<file path="src/rtl/arm_fetch_pkg.sv">
// Shared types and constants for the arm_fetch instruction fetch unit.
package arm_fetch_pkg;

    localparam int          INST_WIDTH = 32;
    localparam logic [31:0] PC_INC     = 32'd4;

    typedef enum logic [1:0] {
        FETCH_IDLE   = 2'b00,
        FETCH_BUSY   = 2'b01,
        FETCH_SQUASH = 2'b10
    } fetch_state_e;

    typedef struct packed {
        logic [INST_WIDTH-1:0] inst;
        logic [31:0]           pc;
    } fetch_entry_t;

    function automatic logic [31:0] word_align(input logic [31:0] addr);
        return {addr[31:2], 2'b00};
    endfunction

endpackage

</file>
<file path="src/rtl/arm_fetch_fifo.sv">
// Prefetch buffer: {inst, pc} entries, synchronous flush, head always visible.
module arm_fetch_fifo
    import arm_fetch_pkg::*;
#(
    parameter int DEPTH = 2,
    localparam int AW = $clog2(DEPTH),
    localparam int CW = AW + 1
) (
    input  logic          clk,
    input  logic          rst_n,
    input  logic          push,
    input  fetch_entry_t  push_data,
    input  logic          pop,
    input  logic          flush,
    output logic [CW-1:0] count,
    output fetch_entry_t  head
);

    fetch_entry_t  mem [DEPTH];
    logic [AW-1:0] rd_ptr;
    logic [AW-1:0] wr_ptr;

    // NOTE: sequential state uses non-blocking assignments so every register
    // samples the pre-edge values, independent of statement order.
    always_ff @(posedge clk or negedge rst_n) begin
        if (!rst_n) begin
            // NOTE: storage is reset too, so inst/inst_pc read 0 straight out of reset.
            for (int i = 0; i < DEPTH; i++) mem[i] <= '0;
            rd_ptr <= '0;
            wr_ptr <= '0;
            count  <= '0;
        end else if (flush) begin
            rd_ptr <= '0;
            wr_ptr <= '0;
            count  <= '0;
        end else begin
            if (push) begin
                mem[wr_ptr] <= push_data;
                wr_ptr      <= wr_ptr + 1'b1;
            end
            if (pop) rd_ptr <= rd_ptr + 1'b1;
            count <= count + CW'(push) - CW'(pop);
        end
    end

    assign head = mem[rd_ptr];

endmodule

</file>
<file path="src/rtl/arm_fetch.sv">
// Instruction fetch: single-outstanding imem reads into a prefetch FIFO,
// valid/ready toward decode, redirect flushes and squashes the in-flight read.
module arm_fetch
    import arm_fetch_pkg::*;
#(
    parameter logic [31:0] RESET_PC   = 32'h0000_0000,
    parameter int          FIFO_DEPTH = 2
) (
    input  logic                  clk,
    input  logic                  rst_n,
    output logic                  imem_req,
    output logic [31:0]           imem_addr,
    input  logic                  imem_ack,
    input  logic [31:0]           imem_rdata,
    output logic [INST_WIDTH-1:0] inst,
    output logic [31:0]           inst_pc,
    output logic                  inst_valid,
    input  logic                  inst_ready,
    input  logic                  redirect,
    input  logic [31:0]           redirect_pc
);

    localparam int            CW      = $clog2(FIFO_DEPTH) + 1;
    localparam logic [CW-1:0] DEPTH_C = CW'(FIFO_DEPTH);

    fetch_state_e  state, state_next;
    logic [31:0]   fetch_pc, fetch_pc_next;
    logic [31:0]   addr_next;
    logic [31:0]   target;
    logic [CW-1:0] count, count_next;
    logic          push, pop;
    fetch_entry_t  head;

    assign target     = word_align(redirect_pc);
    assign push       = (state == FETCH_BUSY) && imem_ack && !redirect;
    assign pop        = inst_valid && inst_ready && !redirect;
    assign count_next = count + CW'(push) - CW'(pop);

    always_comb begin
        // NOTE: defaults first so every path assigns every output: no latches.
        state_next    = state;
        fetch_pc_next = fetch_pc;
        addr_next     = imem_addr;
        unique case (state)
            FETCH_IDLE: begin
                if (redirect) begin
                    state_next    = FETCH_BUSY;
                    fetch_pc_next = target;
                    addr_next     = target;
                end else if (count < DEPTH_C) begin
                    state_next = FETCH_BUSY;
                    addr_next  = fetch_pc;
                end
            end
            FETCH_BUSY: begin
                if (imem_ack && redirect) begin
                    fetch_pc_next = target;
                    addr_next     = target;
                end else if (imem_ack) begin
                    fetch_pc_next = imem_addr + PC_INC;
                    // Keep requesting only while the next word is guaranteed a slot.
                    if (count_next < DEPTH_C) addr_next = imem_addr + PC_INC;
                    else                      state_next = FETCH_IDLE;
                end else if (redirect) begin
                    state_next    = FETCH_SQUASH;
                    fetch_pc_next = target;
                end
            end
            FETCH_SQUASH: begin
                if (redirect) fetch_pc_next = target;
                if (imem_ack) begin
                    state_next = FETCH_BUSY;
                    addr_next  = redirect ? target : fetch_pc;
                end
            end
            default: state_next = FETCH_IDLE;
        endcase
    end

    always_ff @(posedge clk or negedge rst_n) begin
        if (!rst_n) begin
            state     <= FETCH_IDLE;
            fetch_pc  <= RESET_PC;
            imem_addr <= RESET_PC;
        end else begin
            state     <= state_next;
            fetch_pc  <= fetch_pc_next;
            imem_addr <= addr_next;
        end
    end

    arm_fetch_fifo #(
        .DEPTH (FIFO_DEPTH)
    ) u_fifo (
        .clk       (clk),
        .rst_n     (rst_n),
        .push      (push),
        .push_data ('{inst: imem_rdata, pc: imem_addr}),
        .pop       (pop),
        .flush     (redirect),
        .count     (count),
        .head      (head)
    );

    assign imem_req   = (state != FETCH_IDLE);
    assign inst       = head.inst;
    assign inst_pc    = head.pc;
    assign inst_valid = (count != '0);

endmodule

</file>
<file path="config.mk">
export PLATFORM = sky130hd
export DESIGN_NAME = arm_fetch
export DESIGN_NICKNAME = d
export VERILOG_FILES = /design/src/rtl/arm_fetch_pkg.sv /design/src/rtl/arm_fetch_fifo.sv /design/src/rtl/arm_fetch.sv
export SDC_FILE = /design/constraint.sdc
export NUM_CORES = 1
export LEC_CHECK = 0
export BUFFER_PORTS_ARGS = -buffer_cell sky130_fd_sc_hd__buf_2
export CAP_MARGIN = 20
export CORE_MARGIN = 2
export CORE_UTILIZATION = 40
export DETAILED_ROUTE_END_ITERATION = 8
export PLACE_DENSITY = 0.61
export SLEW_MARGIN = 10
export SYNTH_ARGS = -nofsm -noshare
export SYNTH_HDL_FRONTEND = slang
export SYNTH_SLANG_ARGS = --single-unit
</file>
<file path="constraint.sdc">
create_clock -name clk -period 3 [get_ports clk]
set_input_delay 0.3 -clock clk [delete_from_list [all_inputs] [get_ports clk]]
set_output_delay 0.3 -clock clk [all_outputs]
set_load 0.01 [all_outputs]
</file>
==> flow_summary_export.csv <==
group,metric,value,unit
run_status,run_status,"complete, no violations",
finish,antenna_cells,0,
route,vias_per_cell,5.72,
timing,final_hold_viol_count,0,
worst_setup_path,crit_type,"flip-flop to flip-flop",
pwr,switching_power,4.60,mW
placement,dp_hpwl,19500,um
route,detailroute.via_count,8105,
clock_tree,clkSinkCount,198,
yosys,synth.top_cells.by_area,"sky130_fd_sc_hd__dfrtp_1, sky130_fd_sc_hd__mux2_2, sky130_fd_sc_hd__o21ai_0",
yosys,dominantRegCellSynth,"sky130_fd_sc_hd__dfrtp_1",
timing,worst_slew_margin_relative_to_its_limit,0.500,
worst_setup_path,crit_path_start_kind,"flip-flop",
timing,finalWorstPathRequiredPeriod,2710,ps
global_routing,grt-ovfl-total,0,
timing,grt_setup_unrepaired,"false",
yosys,synth.avg_cell_area,11.2,um^2
pwr,power_density_relative_to_cell_area,972,mW/mm^2
floorplanning,die_w,165,um
floorplanning,core_area,0.0253,mm^2
yosys,synthesis.nets,1001,
yosys,synth_top_area_share,0.478,
timing,totalNegativeSetupSlack,0,ps
clock_tree,post_cts_setup_driven_buffer_insertion_count,0,
route,detail_route.iter0.violations,793,
timing,setup_violations,0,
yosys,synth-async-reset-ratio,1.00,
timing,finalCritPeriodShare,0.904,
route,dr.pass1.iters,5,
clock_tree,cts.path.max_buffers,2,
global_routing,grt_first_pass_wirelength,45400,um
global_routing,antenna_found_initial,0,
finish,final_cell_mix,"sky130_fd_sc_hd__dfrtp_1, sky130_fd_sc_hd__mux2_2, sky130_fd_sc_hd__buf_2, sky130_fd_sc_hd__nand2_1, sky130_fd_sc_hd__o21ai_0",
route,drc,0,
worst_hold_path,hold_path.class,"primary input to flip-flop",
finish,layout.cell_area.non_filler,0.0122,mm^2
worst_setup_path,critical_path_arrival,3060,ps
finish,finalNetCount,1145,
worst_setup_path,worstSetupEndpointType,"flip-flop",
pwr,pwr-share-seq,0.403,
yosys,synth_cell_type_count,62,
pwr,power.combinational.fraction,0.400,
clock_tree,cts-htree-levels,4,
placement,place.gp.congestion,0.851,
clock_tree,cts_repair_resize_count,0,
finish,area.growth.synth_to_final,17.8,%
placement,placed_inst_area,0.0116,mm^2
pwr,post-layout-total-power,11.9,mW
clock_tree,cts.reportedPaths.clkPinSlew,90,ps
finish,final_common_cell,"sky130_fd_sc_hd__dfrtp_1",
route,wl_per_cell,20.5,um
timing,slew_viol_final,0,
clock_tree,clock_insertion_delay_worst_skew,440,ps
floorplanning,number_of_rows_in_the_core_area,58,
placement,buffer_ports.inserted,164,
floorplanning,area_of_the_die,0.0272,mm^2
pwr,p_sw_frac,0.388,
pwr,cellInternalPower,7.27,mW
clock_tree,tritoncts,"done",
floorplanning,pin_count,167,
finish,final_layout_size_suffix_gt1_frac,0.396,
pwr,share_clk_of_total_power,0.198,
yosys,postSynthCellCount,929,
yosys,ys_seq_elements,198,
yosys,yosys.area.top_type,"sky130_fd_sc_hd__dfrtp_1",
floorplanning,initial_core_utilization,0.409,
job,max-cap-violations,0,
worst_setup_path,cp_data_required_time,3340,ps
global_routing,grt_start_max_net_pins,93,
pwr,ir_drop,423,uV
clock_tree,root_buffer,"sky130_fd_sc_hd__clkbuf_16",
route,ant_nets,0,
global_routing,grt.total_usage,0.218,
worst_setup_path,cp_max_fo,25,
timing,clock_skew,13.7,ps
yosys,synth_enable_flop_cells,0,
yosys,yosysWarnings,0,
timing,tightest_slew,750,ps
yosys,synth.yosys.seq_area_share,0.478,
yosys,netlist_area,0.0104,mm^2
route,routed_wirelength,29100,um
clock_tree,cts-buffers-inserted,17,
global_routing,grt_pass1_vias,7815,
pwr,p_leak,5.50,nW
timing,fmaxAchievable,369,MHz
floorplanning,y_dimension_of_the_die,165,um
layer usage:
| layer | routed length (um) | up-vias | GRT usage |
|---|---|---|---|
| met2 | 13100 | 326 | 0.329 |
| met3 | 2110 | 44 | 0.0424 |
| met4 | 650 | 0 | 0.0676 |
| li1 | - | 3691 | - |
| met1 | 13300 | 4044 | 0.315 |
| met5 | 0 | - | 0 |
kinds of logic (layout without fill, tap and decap cells):
family          count (synthesis)  in the layout  share of synthesized area
fa+ha+maj                       3              3                    0.00362
simple gates                  204            204                      0.104
flops                         198            198                      0.478
mux                           210            210                      0.225
xor+xnor                       32             32                     0.0284
buf+inv                        91            248                     0.0383
compound gates                191            191                      0.123
path summary, 6_finish.rpt:
check / startpoint / end / slack, ps / cells after the start
min in group asynchronous: rst_n / u_fifo.mem[7]$_DFFE_PN0P_ / 470 / 2
min: imem_rdata[29] / u_fifo.mem[61]$_DFFE_PN0P_ / 90 / 2
max: u_fifo.count[0]$_DFF_PN0_ / imem_addr[2]$_DFFE_PN0P_ / 290 / 12
max reg2reg: u_fifo.count[0]$_DFF_PN0_ / imem_addr[2]$_DFFE_PN0P_ / 290 / 12
min reg2reg: u_fifo.mem[19]$_DFFE_PN0P_ / u_fifo.mem[19]$_DFFE_PN0P_ / 480 / 2
max in group asynchronous: rst_n / fetch_pc[18]$_DFFE_PN0N_ / 1710 / 3
area by class of cell:
cell class,instances,area (um^2)
Clock inverter,15,181
Multi-Input combinational cell,640,5030
Inverter,19,71.3
Sequential cell,198,4960
Tap cell,330,413
Fill cell,2327,13100
Timing Repair Buffer,197,1140
Clock buffer,17,425
synthesized netlist by cell type (7+ instances only):
library cell / n
sky130_fd_sc_hd__dfrtp_1: 198
sky130_fd_sc_hd__mux2_2: 187
sky130_fd_sc_hd__nand2_1: 60
sky130_fd_sc_hd__o21ai_0: 55
sky130_fd_sc_hd__a21oi_1: 36
sky130_fd_sc_hd__nor2_1: 34
sky130_fd_sc_hd__nand3_1: 31
sky130_fd_sc_hd__clkbuf_1: 30
sky130_fd_sc_hd__buf_2: 28
sky130_fd_sc_hd__mux2i_1: 23
sky130_fd_sc_hd__nor3_1: 19
sky130_fd_sc_hd__o221ai_1: 19
sky130_fd_sc_hd__inv_1: 18
sky130_fd_sc_hd__xnor2_1: 18
sky130_fd_sc_hd__nor2b_1: 14
sky130_fd_sc_hd__xor2_1: 13
sky130_fd_sc_hd__a211oi_1: 8
sky130_fd_sc_hd__and3_1: 8
sky130_fd_sc_hd__buf_1: 8
sky130_fd_sc_hd__a22oi_1: 7
sky130_fd_sc_hd__nand2b_1: 7
sky130_fd_sc_hd__nand4_1: 7
sky130_fd_sc_hd__o22ai_1: 7
sky130_fd_sc_hd__o31ai_1: 7
sequential cells by signal (all words and copies together) (netlist names):
signal and flops:
u_fifo.wr_ptr 1, u_fifo.count 2, fetch_pc 32, state 2, imem_addr 32, u_fifo.mem 128, u_fifo.rd_ptr 1
critical path, cell delays in order, from the launching register on:
cell and delay (ps):
sky130_fd_sc_hd__dfrtp_1 390, sky130_fd_sc_hd__or2_2 300, sky130_fd_sc_hd__nand2_1 100, sky130_fd_sc_hd__nor2_1 50, sky130_fd_sc_hd__ha_1 260, sky130_fd_sc_hd__inv_1 60
sky130_fd_sc_hd__ha_1 180, sky130_fd_sc_hd__xor2_1 190, sky130_fd_sc_hd__mux2i_1 290, sky130_fd_sc_hd__a21o_1 180, sky130_fd_sc_hd__buf_4 300, sky130_fd_sc_hd__a2111oi_0 110
sky130_fd_sc_hd__a21o_1 190
timing repair:
item | CTS | global route
hold buffers | 1 | 0
endpoints found under the setup margin | 0 | 0
endpoints found under the hold margin | 90 | 0
per-stage QoR:
stage           util  hold slack, ps  std cells  worst slack, ps
2_1_floorplan      -            4.41        929             50.1
4_1_cts        0.482            79.6       1416              297
3_5_place_dp   0.458             426       1383              320
3_3_place_gp   0.458             427       1383              336
5_1_grt        0.482            77.2       1416             52.8
6_report       0.482            94.8       1416              288
power by group through the flow:
stage / Clock, mW / Sequential [mW] / Combinational, mW
2_1_floorplan: 0 / 4.47 / 3.29
3_3_place_gp: 0 / 4.78 / 4.69
3_5_place_dp: 0 / 4.82 / 4.76
4_1_cts: 2.40 / 4.78 / 4.79
5_1_grt: 2.53 / 4.95 / 5.20
6_report: 2.35 / 4.78 / 4.75
No activity file was read; power rests on OpenSTA's default activity.
